## src/rtl/sevenseg_scan_driver.sv

```systemverilog
// sevenseg_scan_driver: sequential double-dabble BCD conversion feeding an 8-digit multiplexed seven-segment scan.
// Define SEVENSEG_LZ_BLANK_EN to blank leading-zero digits (digit 0 is always shown).
module sevenseg_scan_driver #(
    parameter int REFRESH_CYCLES = 100_000,
    parameter int REFRESH_WIDTH  = $clog2(REFRESH_CYCLES)
) (
    input  logic        clk,
    input  logic        rst,
    input  logic [23:0] number,
    output logic [7:0]  an,
    output logic [6:0]  seg,
    output logic        dp,
    output logic        bcd_valid
);
    // REFRESH_CYCLES=1 gives a zero-width counter; keep at least one bit
    localparam int CW = REFRESH_WIDTH < 1 ? 1 : REFRESH_WIDTH;
    typedef enum logic [1:0] {IDLE, SHIFT, COMMIT} state_t;
    state_t        state;
    logic [23:0]   bin;
    logic [31:0]   bcd, bcd_adj, display;
    logic [4:0]    iter;
    logic [CW-1:0] cnt;
    logic          wrap;
    logic [2:0]    idx;
    logic [3:0]    nib;
    logic          blank;
    logic [6:0]    dec;

    for (genvar g = 0; g < 8; g++) begin : g_adj
        assign bcd_adj[4*g +: 4] = bcd[4*g +: 4] >= 4'd5 ? bcd[4*g +: 4] + 4'd3 : bcd[4*g +: 4];
    end

    always_ff @(posedge clk) begin
        if (rst) begin
            state     <= IDLE;
            bin       <= '0;
            bcd       <= '0;
            iter      <= '0;
            display   <= '0;
            bcd_valid <= 1'b0;
        end else begin
            bcd_valid <= state == COMMIT;
            case (state)
                IDLE: begin
                    bin   <= number;
                    bcd   <= '0;
                    iter  <= '0;
                    state <= SHIFT;
                end
                SHIFT: begin
                    {bcd, bin} <= {bcd_adj, bin} << 1;
                    iter       <= iter + 5'd1;
                    if (iter == 5'd23) state <= COMMIT;
                end
                default: begin
                    display <= bcd;
                    state   <= IDLE;
                end
            endcase
        end
    end

    assign wrap = cnt == CW'(REFRESH_CYCLES - 1);
    assign nib  = display[{idx, 2'b00} +: 4];
`ifdef SEVENSEG_LZ_BLANK_EN
    assign blank = idx != 3'd0 && (display >> {idx, 2'b00}) == '0;
`else
    assign blank = 1'b0;
`endif

    always_comb begin
        dec = 7'h7F;
        case (nib)
            4'd0: dec = 7'b1000000;
            4'd1: dec = 7'b1111001;
            4'd2: dec = 7'b0100100;
            4'd3: dec = 7'b0110000;
            4'd4: dec = 7'b0011001;
            4'd5: dec = 7'b0010010;
            4'd6: dec = 7'b0000010;
            4'd7: dec = 7'b1111000;
            4'd8: dec = 7'b0000000;
            4'd9: dec = 7'b0010000;
            default: dec = 7'h7F;
        endcase
    end

    // an and seg come from the same idx on the same edge, so they never disagree
    always_ff @(posedge clk) begin
        if (rst) begin
            cnt <= '0;
            idx <= '0;
            an  <= 8'hFF;
            seg <= 7'h7F;
            dp  <= 1'b1;
        end else begin
            cnt <= wrap ? '0 : cnt + CW'(1);
            if (wrap) idx <= idx + 3'd1;
            an  <= ~(8'd1 << idx);
            seg <= blank ? 7'h7F : dec;
            dp  <= 1'b1;
        end
    end
endmodule
```

## config.mk

```make
export PLATFORM = sky130hd
export DESIGN_NAME = sevenseg_scan_driver
export DESIGN_NICKNAME = d
export VERILOG_FILES = /design/src/rtl/sevenseg_scan_driver.sv
export SDC_FILE = /design/constraint.sdc
export NUM_CORES = 1
export LEC_CHECK = 0
export ABC_AREA = 1
export CAP_MARGIN = 20
export CORE_ASPECT_RATIO = 1.2
export CORE_MARGIN = 4
export CORE_UTILIZATION = 35
export DETAILED_ROUTE_END_ITERATION = 6
export MAX_ROUTING_LAYER = met4
export PLACE_DENSITY_LB_ADDON = 0.1
export SLEW_MARGIN = 20
export SYNTH_ARGS = -nofsm -noshare
export SYNTH_HDL_FRONTEND = slang
export SYNTH_SLANG_ARGS = --single-unit
```

## constraint.sdc

```tcl
create_clock -name clk -period 2 [get_ports clk]
set_clock_uncertainty 0.1 [all_clocks]
set_input_delay 0.4 -clock clk [delete_from_list [all_inputs] [get_ports clk]]
set_output_delay 0.4 -clock clk [all_outputs]
set_load 0.02 [all_outputs]
```

==> out/results.tsv <==
metric	value	unit
worstHoldPathType	flip-flop to flip-flop	
die_h	152.6	microns
cts_resized	0	
setup_ws	0.09498	ns
endpoint	an[2]	
finalNetCount	878	
regToRegEndpoint	seg[1]$_SDFF_PP1_	
ys_top_cells_by_count	nand2_1 (145), dfxtp_1 (131), inv_1 (120), nand3_1 (64), nor2_1 (56)	
critPathLaunchType	flip-flop	
cp_num_buf_inv	1	
tns	0	ns
hpwl	10640	microns
crit_cells	1	
drc_errors	0	
postSynthAreaPerCell	7.937	sq um
syn_inst	768	
power_density	824.0	nW/um^2
numCtsBuffers	17	
rrSetupSlack	0.19	ns
drtAntennaViolNets	0	
crit_path_max_incr_delay	0.65	ns
synth.area.top_cells	dfxtp_1 (43%), nand2_1 (8.9%), inv_1 (7.4%), ha_1 (6.0%), nand3_1 (5.3%)	
p_sw	1.366	mW
core	16980	sq um
nFillCells	1669	
slew_violations	0	
cellInternalPower	4.752	mW
slowest_stage	clkdlybuf4s50_1	
p_leak	2.905	nW
clock_latency	0.42	ns
root_buffer	clkbuf_16	
ys_seq_elements	131	
rsz0062_at_grt	false	
grt_pass1_vias	5040	
status	complete, no violations	
crit_start	an[2]$_SDFF_PP1_	
required	1.50	ns
firstDrtPassIters	5	
clkPwrFrac	0.516	
via_count	5132	
cts.sinks	131	
max_freq	524.9	MHz
wire_per_inst	13.88	microns
syn_nets	823	
final.min_clock_period	1.905	ns
hold_buffers	0	
relSlewSlack	0.6453	
rows	52	
power_frac_seq	0.438	
grt_pass1_wl	24720	microns
yosysMostFrequentCell	nand2_1	
maxCapViolations	0	
crit_type	flip-flop to output pin	
grt_max_degree	40	
cp_max_fo	1	
place.port_buffers	41	
pin_count	43	
insertedDiodeCount	0	
worstRegToRegCells	9	
syn_to_final_growth	21.80	%
synth-edff-count	0	
yosysWarnings	0	
clkSlewWorstSetupHoldPaths	0.06	ns
avgViaCountPerCell	4.883	
critPathTopFamily	buffers and inverters	
whs_path_depth	1	
die-area	19600	sq um
ir_drop	0.5287	mV
syn_area	6096	sq um
reg2reg_from	idx[0]$_SDFFE_PP0N_	
path_cells	clkdlybuf4s50_1	
synth-main-ff-cell	dfxtp_1	
gp_congestion	0.8546	
synth_top_area_cell	dfxtp_1	
hold_viol	0	
die_w	128.5	microns
place_ws	0.01992	ns
postCtsSetupRepairBufs	0	
wirelength	14590	microns
synth_top_area_frac	0.4302	
async_flop_share	0	
share_comb_of_total_power	0.046	
antenna_found_initial	0	
synthDistinctLibCells	43	
cts_max_path_buffers	2	
switching_share	0.2233	
drt_iter0_markers	277	
crit_arrival	1.41	ns
cts_tree	built	
grt-ovfl-total	0	
initial_utilization	0.3590	
grt_use_total	0.1595	
power	6.118	mW
period_share	0.9525	
tightest_slew	0.5314	ns
yosysSeqAreaShare	0.4302	
ctsHtreeMaxLevel	4	
cp-end-kind	output pin	
setup_viol	0	
drive_gt1_frac	0.09940	
-- logic make-up (layout without fill, tap and decap cells) --
logic type | Yosys count | in the layout | share of synthesized area
AO/OA/AOI/OAI | 150 | 150 | 0.1786
XOR/XNOR | 8 | 8 | 0.01149
adder cells (fa/ha/maj) | 29 | 29 | 0.05952
other | 1 | 1 | 0.0006152
flip-flops | 131 | 131 | 0.4302
AND/OR/NAND/NOR | 292 | 292 | 0.2073
buffers and inverters | 157 | 224 | 0.1123
-- area by class of cell --
type / instances / area [sq um] / share of cell area
multi-input combinational: 480 / 2789 / 0.3756
sequential: 131 / 2623 / 0.3532
timing repair buffer: 65 / 653.1 / 0.08797
inverter: 128 / 485.5 / 0.06539
clock buffer: 17 / 425.4 / 0.05730
tap: 216 / 270.3 / 0.03640
clock inverter: 14 / 178.9 / 0.02410
-- state kept, by name, summed over array words and instances, names as in the netlist --
register	flops
an	8
bcd	32
bcd_valid	1
bin	24
cnt	17
display	32
idx	3
iter	5
seg	7
state	2
-- worst min-delay path by stage --
stage,endpoint,start,slack (ns)
finish,cnt[0]$_SDFF_PP0_,cnt[0]$_SDFF_PP0_,0.35
global route,bcd_valid$_SDFF_PP0_,state[0]$_SDFFE_PP0P_,0.39
CTS,cnt[0]$_SDFF_PP0_,cnt[0]$_SDFF_PP0_,0.35
detailed placement,cnt[0]$_SDFF_PP0_,cnt[0]$_SDFF_PP0_,0.34
global placement,cnt[0]$_SDFF_PP0_,cnt[0]$_SDFF_PP0_,0.33
floorplan,bcd_valid$_SDFF_PP0_,state[0]$_SDFFE_PP0P_,0.31
-- per-stage QoR --
stage               hold WS [ns]  std cells    util  area, sq um
finish                    0.3484       1051  0.4372         7425
CTS                       0.3507       1051  0.4371         7422
global placement          0.3297       1020  0.4015         6818
detailed placement        0.3364       1020  0.4015         6818
global route              0.3883       1051  0.4372         7425
floorplan                 0.3131        768       -         6096
-- power groups by stage --
stage / clock (mW) / sequential [mW] / combinational, mW
3_3_place_gp: 0 / 2.74 / 0.282
3_5_place_dp: 0 / 2.74 / 0.283
6_report: 3.16 / 2.68 / 0.282
4_1_cts: 3.25 / 2.68 / 0.285
5_1_grt: 3.39 / 2.68 / 0.312
2_1_floorplan: 0 / 2.74 / 0.161
-- per-layer routing --
layer | routed length (microns) | GRT usage | vias to the layer above
met2 | 6762 | 0.2424 | 82
met5 | 0 | - | -
li1 | - | - | 2640
met4 | 192 | 0.04904 | 0
met3 | 361 | 0.03612 | 10
met1 | 7272 | 0.2109 | 2400
-- placed cells by master, fill, tap and decap left out, drive strengths merged --
cell,instances
or2,4
nor3b,1
a22oi,2
o32ai,4
o211ai,7
clkbuf,17
conb,1
clkdlybuf4s50,41
a21oi,24
o31ai,8
xnor2,2
o22ai,29
buf,24
a211oi,1
a32o,4
clkinv,5
o21ai,49
o221ai,16
nand2,150
a22o,1
bufinv,3
nand4,7
nand3b,1
a31oi,5
nor3,4
ha,29
dfxtp,131
clkinvlp,3
nor2,60
inv,131
nand3,65
xor2,6
Power figures use the tool's default switching activity.
